`src/rtl/seg_pkg.sv`:
```
// Shared definitions for the 7-segment scan controller: segment patterns,
// scan state encoding and the BCD-to-segment decoder.
package seg_pkg;

   localparam logic [6:0] SEG_0    = 7'b1111110;
   localparam logic [6:0] SEG_1    = 7'b0110000;
   localparam logic [6:0] SEG_2    = 7'b1101101;
   localparam logic [6:0] SEG_3    = 7'b1111001;
   localparam logic [6:0] SEG_4    = 7'b0110011;
   localparam logic [6:0] SEG_5    = 7'b1011011;
   localparam logic [6:0] SEG_6    = 7'b1011111;
   localparam logic [6:0] SEG_7    = 7'b1110000;
   localparam logic [6:0] SEG_8    = 7'b1111111;
   localparam logic [6:0] SEG_9    = 7'b1111011;
   localparam logic [6:0] SEG_DASH = 7'b0000001;
   localparam logic [6:0] SEG_OFF  = 7'b0000000;

   typedef enum logic [1:0] {
      IDLE  = 2'd0,
      BLANK = 2'd1,
      SHOW  = 2'd2
   } scan_state_e;

   // Non-BCD nibbles render as a dash.
   function automatic logic [6:0] seg_decode(input logic [3:0] nibble);
      case (nibble)
         4'd0:    return SEG_0;
         4'd1:    return SEG_1;
         4'd2:    return SEG_2;
         4'd3:    return SEG_3;
         4'd4:    return SEG_4;
         4'd5:    return SEG_5;
         4'd6:    return SEG_6;
         4'd7:    return SEG_7;
         4'd8:    return SEG_8;
         4'd9:    return SEG_9;
         default: return SEG_DASH;
      endcase
   endfunction

endpackage

```
`src/rtl/seg_scan_tick.sv`:
```
// Free-running prescaler shared by the BLANK and SHOW slots; tc_c flags the
// last cycle of a slot and the counter wraps to zero on the following edge.
module seg_scan_tick #(
   parameter int unsigned W = 4
) (
   input  logic         clk,
   input  logic         rst_n,
   input  logic         clear,
   input  logic [W-1:0] term,
   output logic         tc_c
);

   logic [W-1:0] cnt;

   assign tc_c = (cnt == term);

   always_ff @(posedge clk or negedge rst_n) begin
      if (!rst_n) begin
         cnt <= '0;
      end else if (clear || tc_c) begin
         cnt <= '0;
      end else begin
         cnt <= cnt + W'(1);
      end
   end

endmodule

```
`src/rtl/seg_scan_ctrl.sv`:
```
// Multiplexed 7-segment scan controller with double-buffered BCD value.
// Define SEG_SCAN_LEADING_ZERO_BLANK_EN to suppress leading zeros.
module seg_scan_ctrl
   import seg_pkg::*;
#(
   parameter int unsigned NUM_DIGITS   = 4,
   parameter int unsigned TICK_DIV     = 1000,
   parameter int unsigned BLANK_CYCLES = 2
) (
   input  logic                      clk,
   input  logic                      rst_n,
   input  logic                      enable,
   input  logic                      load,
   input  logic [4*NUM_DIGITS-1:0]   value_in,
   output logic [6:0]                seg_out,
   output logic [NUM_DIGITS-1:0]     dig_en,
   output logic                      frame_done
);

   localparam int unsigned DW         = 4 * NUM_DIGITS;
   localparam int unsigned IW         = $clog2(NUM_DIGITS);
   localparam int unsigned PMAX       = (TICK_DIV > BLANK_CYCLES) ? TICK_DIV : BLANK_CYCLES;
   localparam int unsigned PW         = $clog2(PMAX + 1);
   localparam int unsigned BLANK_TERM = (BLANK_CYCLES > 0) ? BLANK_CYCLES - 1 : 0;
   localparam scan_state_e FIRST      = (BLANK_CYCLES > 0) ? BLANK : SHOW;
   localparam logic [IW-1:0] LAST_IDX = IW'(NUM_DIGITS - 1);

   scan_state_e            state, state_d;
   logic [IW-1:0]          idx, idx_d;
   logic [DW-1:0]          disp, disp_d;
   logic [DW-1:0]          shadow, shadow_d;
   logic                   pend, pend_d;
   logic [6:0]             seg_d;
   logic [NUM_DIGITS-1:0]  dig_d;
   logic                   fd_d;
   logic                   boundary_c;
   logic                   blank_digit_c;
   logic                   tick_clear_c;
   logic [PW-1:0]          tick_term_c;
   logic                   tc_c;

   assign tick_clear_c = (state == IDLE) || !enable;
   assign tick_term_c  = (state == SHOW) ? PW'(TICK_DIV - 1) : PW'(BLANK_TERM);

   seg_scan_tick #(.W(PW)) u_tick (
      .clk   (clk),
      .rst_n (rst_n),
      .clear (tick_clear_c),
      .term  (tick_term_c),
      .tc_c  (tc_c)
   );

   // Next-state, buffer update and next-output computation.
   always_comb begin
      state_d       = state;
      idx_d         = idx;
      disp_d        = disp;
      shadow_d      = shadow;
      pend_d        = pend;
      fd_d          = 1'b0;
      boundary_c    = 1'b0;
      seg_d         = SEG_OFF;
      dig_d         = '0;
      blank_digit_c = 1'b0;

      if (!enable) begin
         state_d = IDLE;
         idx_d   = '0;
      end else begin
         case (state)
            IDLE: begin
               boundary_c = 1'b1;
               idx_d      = '0;
               state_d    = FIRST;
            end
            BLANK: begin
               if (tc_c) state_d = SHOW;
            end
            SHOW: begin
               if (tc_c) begin
                  state_d = FIRST;
                  if (idx == LAST_IDX) begin
                     fd_d       = 1'b1;
                     boundary_c = 1'b1;
                     idx_d      = '0;
                  end else begin
                     idx_d = idx + IW'(1);
                  end
               end
            end
            default: state_d = IDLE;
         endcase
      end

      if (load) begin
         shadow_d = value_in;
         pend_d   = 1'b1;
      end

      // A load landing on the boundary bypasses the shadow.
      if (boundary_c) begin
         disp_d = load ? value_in : (pend ? shadow : disp);
         pend_d = 1'b0;
      end

`ifdef SEG_SCAN_LEADING_ZERO_BLANK_EN
      blank_digit_c = (idx_d != '0);
      for (int j = 0; j < NUM_DIGITS; j++) begin
         if (IW'(j) >= idx_d && disp_d[4*j +: 4] != 4'd0) blank_digit_c = 1'b0;
      end
`endif

      if (state_d == SHOW) begin
         dig_d = NUM_DIGITS'(1) << idx_d;
         seg_d = blank_digit_c ? SEG_OFF : seg_decode(disp_d[{idx_d, 2'b00} +: 4]);
      end
   end

   always_ff @(posedge clk or negedge rst_n) begin
      if (!rst_n) begin
         state      <= IDLE;
         idx        <= '0;
         disp       <= '0;
         shadow     <= '0;
         pend       <= 1'b0;
         seg_out    <= SEG_OFF;
         dig_en     <= '0;
         frame_done <= 1'b0;
      end else begin
         state      <= state_d;
         idx        <= idx_d;
         disp       <= disp_d;
         shadow     <= shadow_d;
         pend       <= pend_d;
         seg_out    <= seg_d;
         dig_en     <= dig_d;
         frame_done <= fd_d;
      end
   end

endmodule

```
`config.mk`:
```
export PLATFORM = sky130hd
export DESIGN_NAME = seg_scan_ctrl
export DESIGN_NICKNAME = d
export VERILOG_FILES = /design/src/rtl/seg_pkg.sv /design/src/rtl/seg_scan_tick.sv /design/src/rtl/seg_scan_ctrl.sv
export SDC_FILE = /design/constraint.sdc
export NUM_CORES = 1
export LEC_CHECK = 0
export BUFFER_PORTS_ARGS = -buffer_cell sky130_fd_sc_hd__buf_2
export CORE_ASPECT_RATIO = 0.9
export CORE_UTILIZATION = 63
export DETAILED_ROUTE_END_ITERATION = 10
export MAX_ROUTING_LAYER = met4
export PLACE_DENSITY = 0.86
export SLEW_MARGIN = 20
export SYNTH_ARGS = -nofsm -noshare
export SYNTH_HDL_FRONTEND = slang
export SYNTH_HIERARCHICAL = 1
export SYNTH_SLANG_ARGS = --single-unit
export TNS_END_PERCENT = 50
```
`constraint.sdc`:
```
create_clock -name clk -period 8 [get_ports clk]
set_input_delay 1.2 -clock clk [delete_from_list [all_inputs] [get_ports clk]]
set_output_delay 1.2 -clock clk [all_outputs]
set_load 0.05 [all_outputs]
```
# --- Word-level counts from Yosys, hierarchy flattened ---
# Memory sizes are Yosys's and may differ from the RTL's.
# Cells that the tools add are included.
word_totals:
  word_cells: 47
  inputBits: 20
  mem_bits_ro: 112
  output_inout_bits: 12
  ff_bits: 59
  memories: 1
classes:
  reduce_logical: 5
  addsub: 2
  eq_ne: 5
  muxes: 23
  n_shift: 2
mem_list:
  columns: ["memory", "words", "width", "read_ports", "rd_ports_with_merged_regs", "wr", "line", "text"]
  rows:
  - ["(no name shown)", 16, 7, 1, 0, 0, "seg_pkg.sv:26", "case (nibble)"]
op_table:
  columns: ["cell", "count"]
  rows:
  - ["$mux 16", 3]
  - ["$mux 10", 2]
  - ["$shiftx 16x5->4", 1]
  - ["$mux 2", 6]
  - ["$add 10x1->10 const B", 1]
  - ["$eq 10x10->1", 1]
  - ["$mux 1", 7]
  - ["$mux 7", 1]
  - ["$eq 2x2->1 const B", 3]
  - ["$pmux 2 s3", 1]
  - ["$mux 4", 1]
  - ["$pmux 2 s2", 1]
  - ["$shl 1x2->4 const A", 1]
  - ["$add 2x1->2 const B", 1]
  - ["$eq 2x1->1 const B", 1]
  - ["$logic_not 2->1", 1]
  - ["$logic_or 1x1->1", 2]
  - ["$pmux 1 s2", 1]
  - ["$reduce_bool 2->1", 1]
  - ["$logic_not 1->1", 1]

# --- Logic depth before layout (Yosys ltp) ---
# Gate-level depths: netlist (run 1).
# An unclocked memory read counts as a cell.
logic_depth:
  ltp_word: 10
  depth_mapped: 17
  depth_no_buf: 14

# --- Cells and area by module ---
# The synthesis (run 1) kept the hierarchy.
modules_own_cells:
  columns: ["mod", "cells_each", "area_per_inst_um2", "n_inst", "seq_area_each_um2"]
  rows:
  - ["seg_scan_ctrl", 235, 2493.6, 1, 1226.2]
  - ["seg_scan_tick", 53, 568.0, 1, 250.2]

# --- Least setup slack after synthesis (run 1) ---
# No wires, ideal clock.
synth_path:
  path_type: "register to register"
  start: "reg state[1]"
  end: "reg seg_out[2]"
  setup_slack_ps: 3882
  arrival_time_ps: 4037
  path_stages_with_launch: 18
  n_path_buf: 4
  setup_time_ps: 82
  cell_sequence: "dfrtp_1 -> buf_4 -> nor2b_1 -> xnor2_1 -> nand4_1 -> nor4_2 -> buf_6 -> buf_4 -> a21boi_4 -> nor3_4 -> buf_6 -> a2111oi_0 -> o21a_1 -> a311oi_1 -> ha_1 -> inv_1 -> or3_1 -> a31oi_1"
synth_via:
  elab_chain_len: 10
  elab_cells_between_ends: 20
synth_lines:
  columns: ["item", "line", "text"]
  rows:
  - ["from (decl)", "seg_scan_ctrl.sv:28", "scan_state_e state, state_d;"]
  - ["from (signal assigned)", "seg_scan_ctrl.sv:130", "state <= state_d;"]
  - ["$eq 2x2->1 (*)", "seg_scan_ctrl.sv:43", "assign tick_term_c = (state == SHOW) ? PW'(TICK_DIV - 1) : PW'(BLANK_TERM);"]
  - ["$mux 10 (*)", "seg_scan_ctrl.sv:43", null]
  - ["named net tick_term_c[1]", "seg_scan_ctrl.sv:39", "logic [PW-1:0] tick_term_c;"]
  - ["$eq 10x10->1 (*)", "seg_scan_tick.sv:15", "assign tc_c = (cnt == term);"]
  - ["named net tc_c", "seg_scan_ctrl.sv:40", "logic tc_c;"]
  - ["$mux 1", "seg_scan_ctrl.sv:80", "if (tc_c) begin"]
  - ["$pmux 1 s2", "seg_scan_ctrl.sv:70", "case (state)"]
  - ["$mux 1", "seg_scan_ctrl.sv:66", "if (!enable) begin"]
  - ["$mux 16", "seg_scan_ctrl.sv:101", "if (boundary_c) begin"]
  - ["$shiftx 16x5->4", "seg_scan_ctrl.sv:115", "seg_d = blank_digit_c ? SEG_OFF : seg_decode(disp_d[{idx_d, 2'b00} +: 4]);"]
  - ["$mem_v2 16x7", null, null]
  - ["$mux 7 (*)", "seg_scan_ctrl.sv:113", "if (state_d == SHOW) begin"]
  - ["named net seg_d[2]", "seg_scan_ctrl.sv:33", "logic [6:0] seg_d;"]
  - ["to (signal assigned)", "seg_scan_ctrl.sv:135", "seg_out <= seg_d;"]
  - ["to (decl)", "seg_scan_ctrl.sv:15", "output logic [6:0] seg_out,"]
# Mark *: on every way through the listed nets, which the timed path passes. The rest lies on a longest branch.
# A chain may end at the register's enable or synchronous reset.

# --- Worst setup path after layout (run 1) ---
# Ends and elaborated chain as after synthesis.

==> metrics.txt, run 1 <==
Critical Path Sink seg_out[2]; YS warnings 6; fmax 0.1995 GHz; Starting Density 67.34%; post-CTS setup repair buffer count 0; Setup crit start kind flip-flop; Cell Area, Synth 3062 sq um; total grt overflow 0; Slew HR between 40% and 50%; port bufs 31; drt drc 0; WP data arrival 5260 ps; TritonCTS Buffers 9; drt first pass iters 4; Die ar. 5143 sq um; critical-path maximum fanout 18; Max clock buf depth 2; Worst Hold Class reg2reg; Final #Nets 343; Final HPWL DP 4019 um; Seq/Total Area, Yosys about half; reg2reg start state[1]; Synth Register Bits 59; setup TNS 0 ps; DR vias/cell between 5 and 6; post-place setup slack 3076 ps; met2 Track Usage GR 40.07%; Async SR Flop Fraction 100.0%; Hold WS ~490 ps; number of DRC markers in iteration 0 131; clock root cell clkbuf_8; RSZ-0062 raised after global routing false; vias in the first global route a little over 2000; I/O pin cnt 32; post-layout min period between 5000 and 6000 ps; VDD IR-drop max around 0.15 mV; r2r setup slk 2990 ps; final instance area 3377 sq um; WL/cell 15.47 um; Final period util 62.65%; Least-Margin Pin Slew around 830 ps; Area Overhead vs Synth 10.30%; Min-Delay Path Depth 2; Final Skew 7.727 ps; global route hottest layer met2; met1 GRT Util 37.26%; placed cell area 3197 sq um; # hold bufs at CTS 0; number of flops mapped to enable cells by yosys 0; gpl congestion 0.8850; worst setup path startpoint state[1]; vias between 2000 and 2500; Die Y 68.14 um; commonest non-fill, non-tap cell in the layout dfrtp_1; CTS tree built; Setup crit end kind flip-flop; most frequent cells in the layout 59 x dfrtp_1, 31 x buf_2, 18 x inv_1; row cnt 23; clock sinks 59; met3 Use GR between 8 and 9%; Routed Antenna Nets 0; global-route wire length before repair 9970 um; Horiz. Die Dim approximately 75 um; worst reg-to-reg path cell count 14; r2r endpoint seg_out[2]; slack of the critical path approximately 3000 ps; leakage around 0.0016 uW; gr usage total between 20% and 30%; final design utilization 74.27%; largest net degree at the start of global routing 60; cells after synthesis roughly 290; Final Max Slew Viols 0; initial antenna violation count 0; Power Density 214.2 nW/um^2; Post-CTS Resized 0; Core Area 4547 sq um; max_cap viols 0; outcome finished clean; share of layout cells above drive strength 1 23.36%; DRT Wirelength a little under 6000 um; Worst EP required 8250 ps; Skew-Pair Late Insertion Delay 340 ps; H-tree depth 3; Top FF cell, synth dfrtp_1; final setup fails 0; critical path class reg2reg; Antenna diodes 0; clock slew at reported path FFs about 60 ps; final hold vios 0; Yosys cell types 60; Syn Area/Cell 10.63 sq um
[synthesized netlist by cell type, types with 3 or more instances]
cell type	instances	area share (%)
inv_1	18	2.2
dfrtp_1	59	48
nand3b_1	4	0.98
clkbuf_1	3	0.37
buf_2	4	0.65
buf_4	4	0.98
nand2b_1	3	0.61
nor3_1	13	2.1
nand4_1	5	1.0
a21o_1	7	1.7
a211oi_1	3	0.74
a31oi_1	10	2.0
ha_1	7	2.9
o21ai_0	3	0.49
and3_1	3	0.61
mux2_2	10	3.7
xnor2_1	10	2.9
nand2_1	16	2.0
mux2i_1	10	3.3
a21oi_1	10	1.6
nor2_1	15	1.8
nand3_1	13	2.1
buf_6	5	1.8
xor2_1	8	2.3
[logic make-up (layout without fill, tap and decap cells)]
logic type,Yosys count,after routing,synth area share [%]
AO/OA/AOI/OAI,52,52,12.96
XOR/XNOR,18,18,5.149
adder cells (fa/ha/maj),7,7,2.861
buffers and inverters,37,69,6.497
flip-flops,59,59,48.22
multiplexers,20,20,6.947
other,2,3,0.2453
AND/OR/NAND/NOR,93,93,17.12
[final cells by class]
cell class | count | area, sq um
flip-flops and latches | 59 | 1476
multi-input cells | 193 | 1395
fillers | 334 | 1170
repair buffers | 33 | 170.2
clock buffers | 12 | 155.1
inverters | 20 | 77.57
well taps | 62 | 77.57
clock inverters | 4 | 25.02
[layer usage]
layer  vias to the layer above  share of wire [%]
met4                         0                1.7
met2                        54                 45
met5                         -                  0
met3                        12                5.1
li1                       1072                  -
met1                      1055                 48
[worst max-delay path, cell delays in order, from the launching register on]
cell and delay, ps:
dfrtp_1 520, nor2b_1 620, xnor2_1 190, nand4_1 130, nor4_2 450, buf_4 300
a21boi_4 110, nor3_4 630, a2111oi_0 220, o21a_1 220, a311oi_1 610, ha_1 300
inv_1 50, or3_1 390, a31oi_1 180
[worst min path at each step]
| stage | startpoint | to | slack [ps] |
|---|---|---|---|
| 6_report | disp[5] | disp[5] | 490 |
| 5_1_grt | u_tick/cnt[0] | u_tick/cnt[0] | 530 |
| 4_1_cts | disp[5] | disp[5] | 500 |
| 3_5_place_dp | disp[5] | disp[5] | 490 |
| 3_3_place_gp | disp[5] | disp[5] | 460 |
| 2_1_floorplan | disp[5] | disp[5] | 450 |
[stage by stage]
step | power, uW | cells
3_3_place_gp | 477.2 | 367
6_report | 723.5 | 383
5_1_grt | 763.5 | 383
3_5_place_dp | 485.7 | 367
2_1_floorplan | 451.3 | 289
4_1_cts | 728.6 | 383
[power by group]
part / switching [uW] / total [uW] / internal [uW]
Clock: 113 / 241 / 128
Combinational: 86.4 / 139 / 52.3
Sequential: 13.8 / 344 / 330
Total: 213 / 723 / 510
[state kept, by name (all words and copies together) (netlist names)]
signal      count
u_tick/cnt     10
pend            1
state           2
disp           16
seg_out         7
dig_en          4
frame_done      1
shadow         16
idx             2
Power figures use the tool's default switching activity.
==> inputs of run 2 (changes only) <==
- CORE_UTILIZATION: 63 -> 58
- PLACE_DENSITY: 0.86 -> 0.8
- clock period: 8 -> 5 ns (I/O delays scaled with it)
==> run 2 against run 1 <==
Against the previous run: sequential power grew 60%; via count shrank 0.32%; setup slack worse by 2500 ps; register-to-register slack worse by 2500 ps; utilization shrank 4.9 points; global-route usage is 2.1 points lower; non-clock buffer count is 2 higher; critical path depth did not move; worst hold slack improved by 3.3 ps; clock-buffer cell count did not move; sequential cell count stayed put; critical path type unchanged; largest power group unchanged.
==> metrics.txt, run 2 (synthesized netlist as in run 1, its figures left out) <==
clock sinks between 50 and 60; Area Overhead vs Synth 12.30%; FF+latch area 1476 sq um; I/O pin cnt 32; Multi-input gate area about 1400 sq um; fillers 392; drt first pass iters 5; vias in the first global route 2155; post-layout min period ~4500 ps; total grt overflow 0; Slew HR 49.87%; Regs by FF count disp: 16 flops, shadow: 16 flops, u_tick/cnt: 10 flops; row cnt 24; final setup fails 0; Setup crit end kind flip-flop; Final period util 89.48%; Routed Antenna Nets 0; Post-CTS Resized 0; Skew-Pair Late Insertion Delay 350 ps; initial antenna violation count 0; clock slew at reported path FFs 60 ps; Power Density about 370 nW/um^2; Least-Margin Pin Slew around 750 ps; Die ar. 5574 sq um; most frequent cells in the layout 59 x dfrtp_1, 31 x buf_2, 18 x inv_1; clock root cell clkbuf_8; Hold WS 497.7 ps; DRT Wirelength 6078 um; TritonCTS Buffers 9; Core Area 4955 sq um; critical-path maximum fanout 20; r2r setup slk 530 ps; CTS tree built; H-tree depth 3; number of DRC markers in iteration 0 around 120; Final HPWL DP 4155 um; vias 2186; Final Max Slew Viols 0; WP data arrival about 4700 ps; Die Y between 70 and 80 um; share of layout cells above drive strength 1 23.53%; WL/cell between 15 and 20 um; Worst Hold Class reg2reg; largest net degree at the start of global routing 60; VDD IR-drop max 0.2351 mV; max_cap viols 0; Setup crit start kind flip-flop; DR vias/cell 5.634; gr usage total 25.67%; drt drc 0; post-CTS setup repair buffer count 0; global-route wire length before repair between 10000 and 15000 um; Worst EP required approximately 5300 ps; setup TNS 0 ps; port bufs 31; Starting Density 61.79%; commonest non-fill, non-tap cell in the layout dfrtp_1; Antenna diodes 0; # hold bufs at CTS 0; Max clock buf depth 2; Final #Nets ~350; RSZ-0062 raised after global routing false; final hold vios 0; critical path class reg2reg; Final Skew 7.107 ps; Horiz. Die Dim roughly 79 um; outcome finished clean; gpl congestion between 0.8 and 0.9; leakage about 0.0016 uW; fmax 0.2235 GHz
run 2: cell type report:
type	count	share of cell area [%]
Sequential cell	59	42.94
Timing Repair Buffer	35	5.386
Multi-Input combinational cell	193	40.43
Clock buffer	12	4.512
Clock inverter	4	2.111
Tap cell	65	2.365
Inverter	20	2.256
run 2: worst max-delay path, stage by stage, from the launching register on:
cell and delay [ps]:
dfrtp_1 550, nor2b_1 610, xnor2_1 190, nand4_1 120, nor4_2 220, buf_4 280, a21boi_4 120, nor3_4 480
a2111oi_0 190, o21a_1 210, a311oi_1 580, ha_1 280, inv_1 40, or3_1 350, a31oi_1 150
run 2: path summary, 6_finish.rpt:
path                               start  cells past startpoint          to
worst max-delay path            state[1]                     14  seg_out[2]
worst min-delay path            disp[13]                      2    disp[13]
worst max register to register  state[1]                     14  seg_out[2]
worst min register to register  disp[13]                      2    disp[13]
max in group asynchronous          rst_n                      2   shadow[1]
min in group asynchronous          rst_n                      2  shadow[11]
run 2: where the power goes:
part | switching [uW] | internal [uW]
Sequential | 23.1 | 528
Combinational | 138 | 85.5
Clock | 184 | 307
run 2: per-layer routing:
| metal | track usage, % | vias up | part of all wire [%] |
|---|---|---|---|
| met3 | 7.226 | 12 | 5.1 |
| met1 | 33.05 | 1038 | 45 |
| met5 | - | - | 0 |
| met2 | 38.07 | 62 | 48 |
| met4 | 10.91 | 0 | 2.0 |
| li1 | - | 1074 | - |
run 2: metrics by stage:
| step | cell area (sq um) | cells | total power [uW] | util (%) | worst slack (ps) |
|---|---|---|---|---|---|
| 2_1_floorplan | 3065 | 289 | 722.1 | - | 881.6 |
| 4_1_cts | 3438 | 388 | 1277 | 69.39 | 549.4 |
| 3_3_place_gp | 3211 | 372 | 769.1 | 64.80 | 754.7 |
| 6_report | 3438 | 388 | 1265 | 69.39 | 525.9 |
| 3_5_place_dp | 3211 | 372 | 779.3 | 64.80 | 592.3 |
| 5_1_grt | 3438 | 388 | 1324 | 69.39 | 117.4 |
==> inputs of run 3 (changes only) <==
- ABC_AREA: default -> 1
- CORE_UTILIZATION: 58 -> 59
- PLACE_DENSITY: 0.8 -> 0.81
- SLEW_MARGIN: 20 -> default
==> run 3 against run 2 <==
Against the previous run: setup slack better by 720 ps; via count is 20% higher; critical path type unchanged; worst hold slack got worse by 29 ps; combinational power up 35%; first-iteration DRC count is 31% higher; sequential share of layout area down 3.3 points.
==> metrics.txt, run 3 <==
vias 2630; Synth Register Bits 59; Final Max Slew Viols 0; worst reg-to-reg path cell count 21; final hold vios 0; Die ar. 5843 sq um; setup TNS 0 ps; Area Overhead vs Synth 14.01%; Regs by FF count disp: 16 flops, shadow: 16 flops, u_tick/cnt: 10 flops; port bufs 31; outcome finished clean; CTS tree built; Yosys cell types 36; drt drc 0; Max clock buf depth 2; RSZ-0062 raised after global routing false; Slew HR 50.08%; Worst Path Buf+Inv 4; Async SR Flop Fraction 100.0%; Top FF cell, synth dfrtp_1; Setup crit end kind flip-flop; H-tree depth 3; post-synth top area cell dfrtp_1; CP cell instances nor2_2 > inv_1 > nand2_1 > nand2_1 > nor2_2 > nand3_2 > nor2_1 > nand2_2 > o21bai_4 > nand2_4 > clkinv_2 > nand2_1 > nand2_1 > nand2_1 > nand4_1 > inv_1 > ha_1 > inv_1 > nor2_1 > nor2_1 > nor2_2; Worst Hold Class reg2reg; max_cap viols 0; TritonCTS Buffers 9; final design utilization between 70% and 80%; Syn Area/Cell between 7 and 8 sq um; main area contributors after synthesis dfrtp_1 45%, nand2_1 18%, inv_1 5.2%; Synth top area share 45.16%; Routed Antenna Nets 0; gr usage total 25.95%; Core Area 5286 sq um; WP data arrival 4030 ps; clock root cell clkbuf_8; Antenna diodes 0; number of DRC markers in iteration 0 156; Tot Pwr 1386 uW; VDD IR-drop max between 0.2 and 0.25 mV; largest net degree at the start of global routing 60; DR vias/cell 4.925; count leader, synth nand2_1; I/O pin cnt 32; Setup crit start kind flip-flop; Skew-Pair Late Insertion Delay 340 ps; global-route wire length before repair between 10000 and 15000 um; Final #Nets 489; Die Y 72.62 um; Horiz. Die Dim 80.47 um; critical path class reg2reg; critical path depth in cells 21; Final Skew 5.505 ps; Top delay family on crit path simple AND/OR/NAND/NOR gates; CP max stage delay 520 ps; leakage just over 0.002 uW; Worst EP required 5270 ps; most common library cells after synthesis 160 x nand2_1, 59 x dfrtp_1, 45 x inv_1; post-CTS setup repair buffer count 0; row cnt 25; critical-path maximum fanout 14; Least-Margin Pin Slew 748.7 ps; Final period util 75.14%; WL/cell 11.89 um; clock sinks 59; fmax 0.2662 GHz; most frequent cells in the layout 160 x nand2_1, 59 x dfrtp_1, 45 x inv_1; Slowest-stage cell, CP dfrtp_1; final setup fails 0; vias in the first global route around 2500; Starting Density 61.85%; Post-CTS Resized 0; post-layout min period 3757 ps; Min-Delay Path Depth 2; Cell Area, Synth 3269 sq um; cells after synthesis between 400 and 500; Power Density 371.8 nW/um^2; Final HPWL DP between 4000 and 5000 um; YS warnings 6; drt first pass iters 4; Crit path top cell by count nand2_1; commonest non-fill, non-tap cell in the layout nand2_1; share of layout cells above drive strength 1 22.27%; # hold bufs at CTS 0; total grt overflow 0; initial antenna violation count 0; gpl congestion 0.8943; number of flops mapped to enable cells by yosys 0; Seq/Total Area, Yosys between 40% and 50%; DRT Wirelength 6347 um; clock slew at reported path FFs 60 ps
==> run 3: changes by cell type in the layout (fill, tap and decap cells not counted), moves of 10 or more <==
cell | before | now
a31oi_1 | 10 | 0
inv_1 | 18 | 45
mux2_2 | 10 | 0
mux2i_1 | 10 | 0
nand2_1 | 16 | 160
nand2_2 | 1 | 14
nor2_1 | 15 | 38
nor3_1 | 13 | 3
==> run 3: path summary, 6_finish.rpt <==
kind | start | endpoint | slack [ps]
setup / recovery | state[0] | seg_out[3] | 1240
hold / removal | shadow[12] | shadow[12] | 470
setup reg to reg | state[0] | seg_out[3] | 1240
hold reg to reg | shadow[12] | shadow[12] | 470
max in group asynchronous | rst_n | disp[7] | 3940
min in group asynchronous | rst_n | shadow[13] | 550
==> run 3: area by class of cell <==
class | instances | area, sq um
Fill cell | 423 | 1559
Multi-Input combinational cell | 303 | 1546
Sequential cell | 59 | 1476
Inverter | 57 | 216.5
Timing Repair Buffer | 32 | 162.7
Clock buffer | 11 | 141.4
Clock inverter | 5 | 100.1
Tap cell | 67 | 83.83
==> run 3: kinds of logic (layout without fill, tap and decap cells) <==
logic type,after synthesis,after routing,synth area share (%)
flip-flops,59,59,45.16
other,2,6,0.2297
AND/OR/NAND/NOR,263,263,37.54
adder cells (fa/ha/maj),7,7,2.679
AO/OA/AOI/OAI,19,19,4.248
XOR/XNOR,8,8,2.143
buffers and inverters,63,105,7.998
==> run 3: per-stage QoR <==
| step | worst slack, ps | instances | instance area, sq um | hold slack (ps) |
|---|---|---|---|---|
| after CTS | 1278 | 534 | 3727 | 475.7 |
| after global routing | 896.1 | 534 | 3727 | 485.2 |
| final | 1243 | 534 | 3727 | 468.7 |
| after floorplan | 1884 | 425 | 3284 | 436.4 |
| after global placement | 1496 | 518 | 3486 | 450.9 |
| after detailed placement | 1326 | 518 | 3486 | 458.6 |
==> run 3: routing by layer <==
layer / routed length, um / global-route usage [%]
met5: 0 / -
met4: 67 / 7.937
met3: 338 / 8.625
met2: 3090 / 40.96
met1: 2851 / 31.71
==> run 3: worst register-to-register path: stages (launching register included) <==
cell	delay [ps]
dfrtp_1	520
nor2_2	490
inv_1	100
nand2_1	80
nand2_1	60
nor2_2	110
nand3_2	110
nor2_1	340
nand2_2	140
o21bai_4	230
nand2_4	170
clkinv_2	150
nand2_1	70
nand2_1	100
nand2_1	70
nand4_1	180
inv_1	110
ha_1	290
inv_1	30
nor2_1	160
nor2_1	90
nor2_2	100
==> run 3: where the power goes <==
part,switching (uW),leakage (uW),internal (uW)
Sequential,27.3,0.000756,530
Combinational,201,0.00120,102
Clock,183,0.000123,343
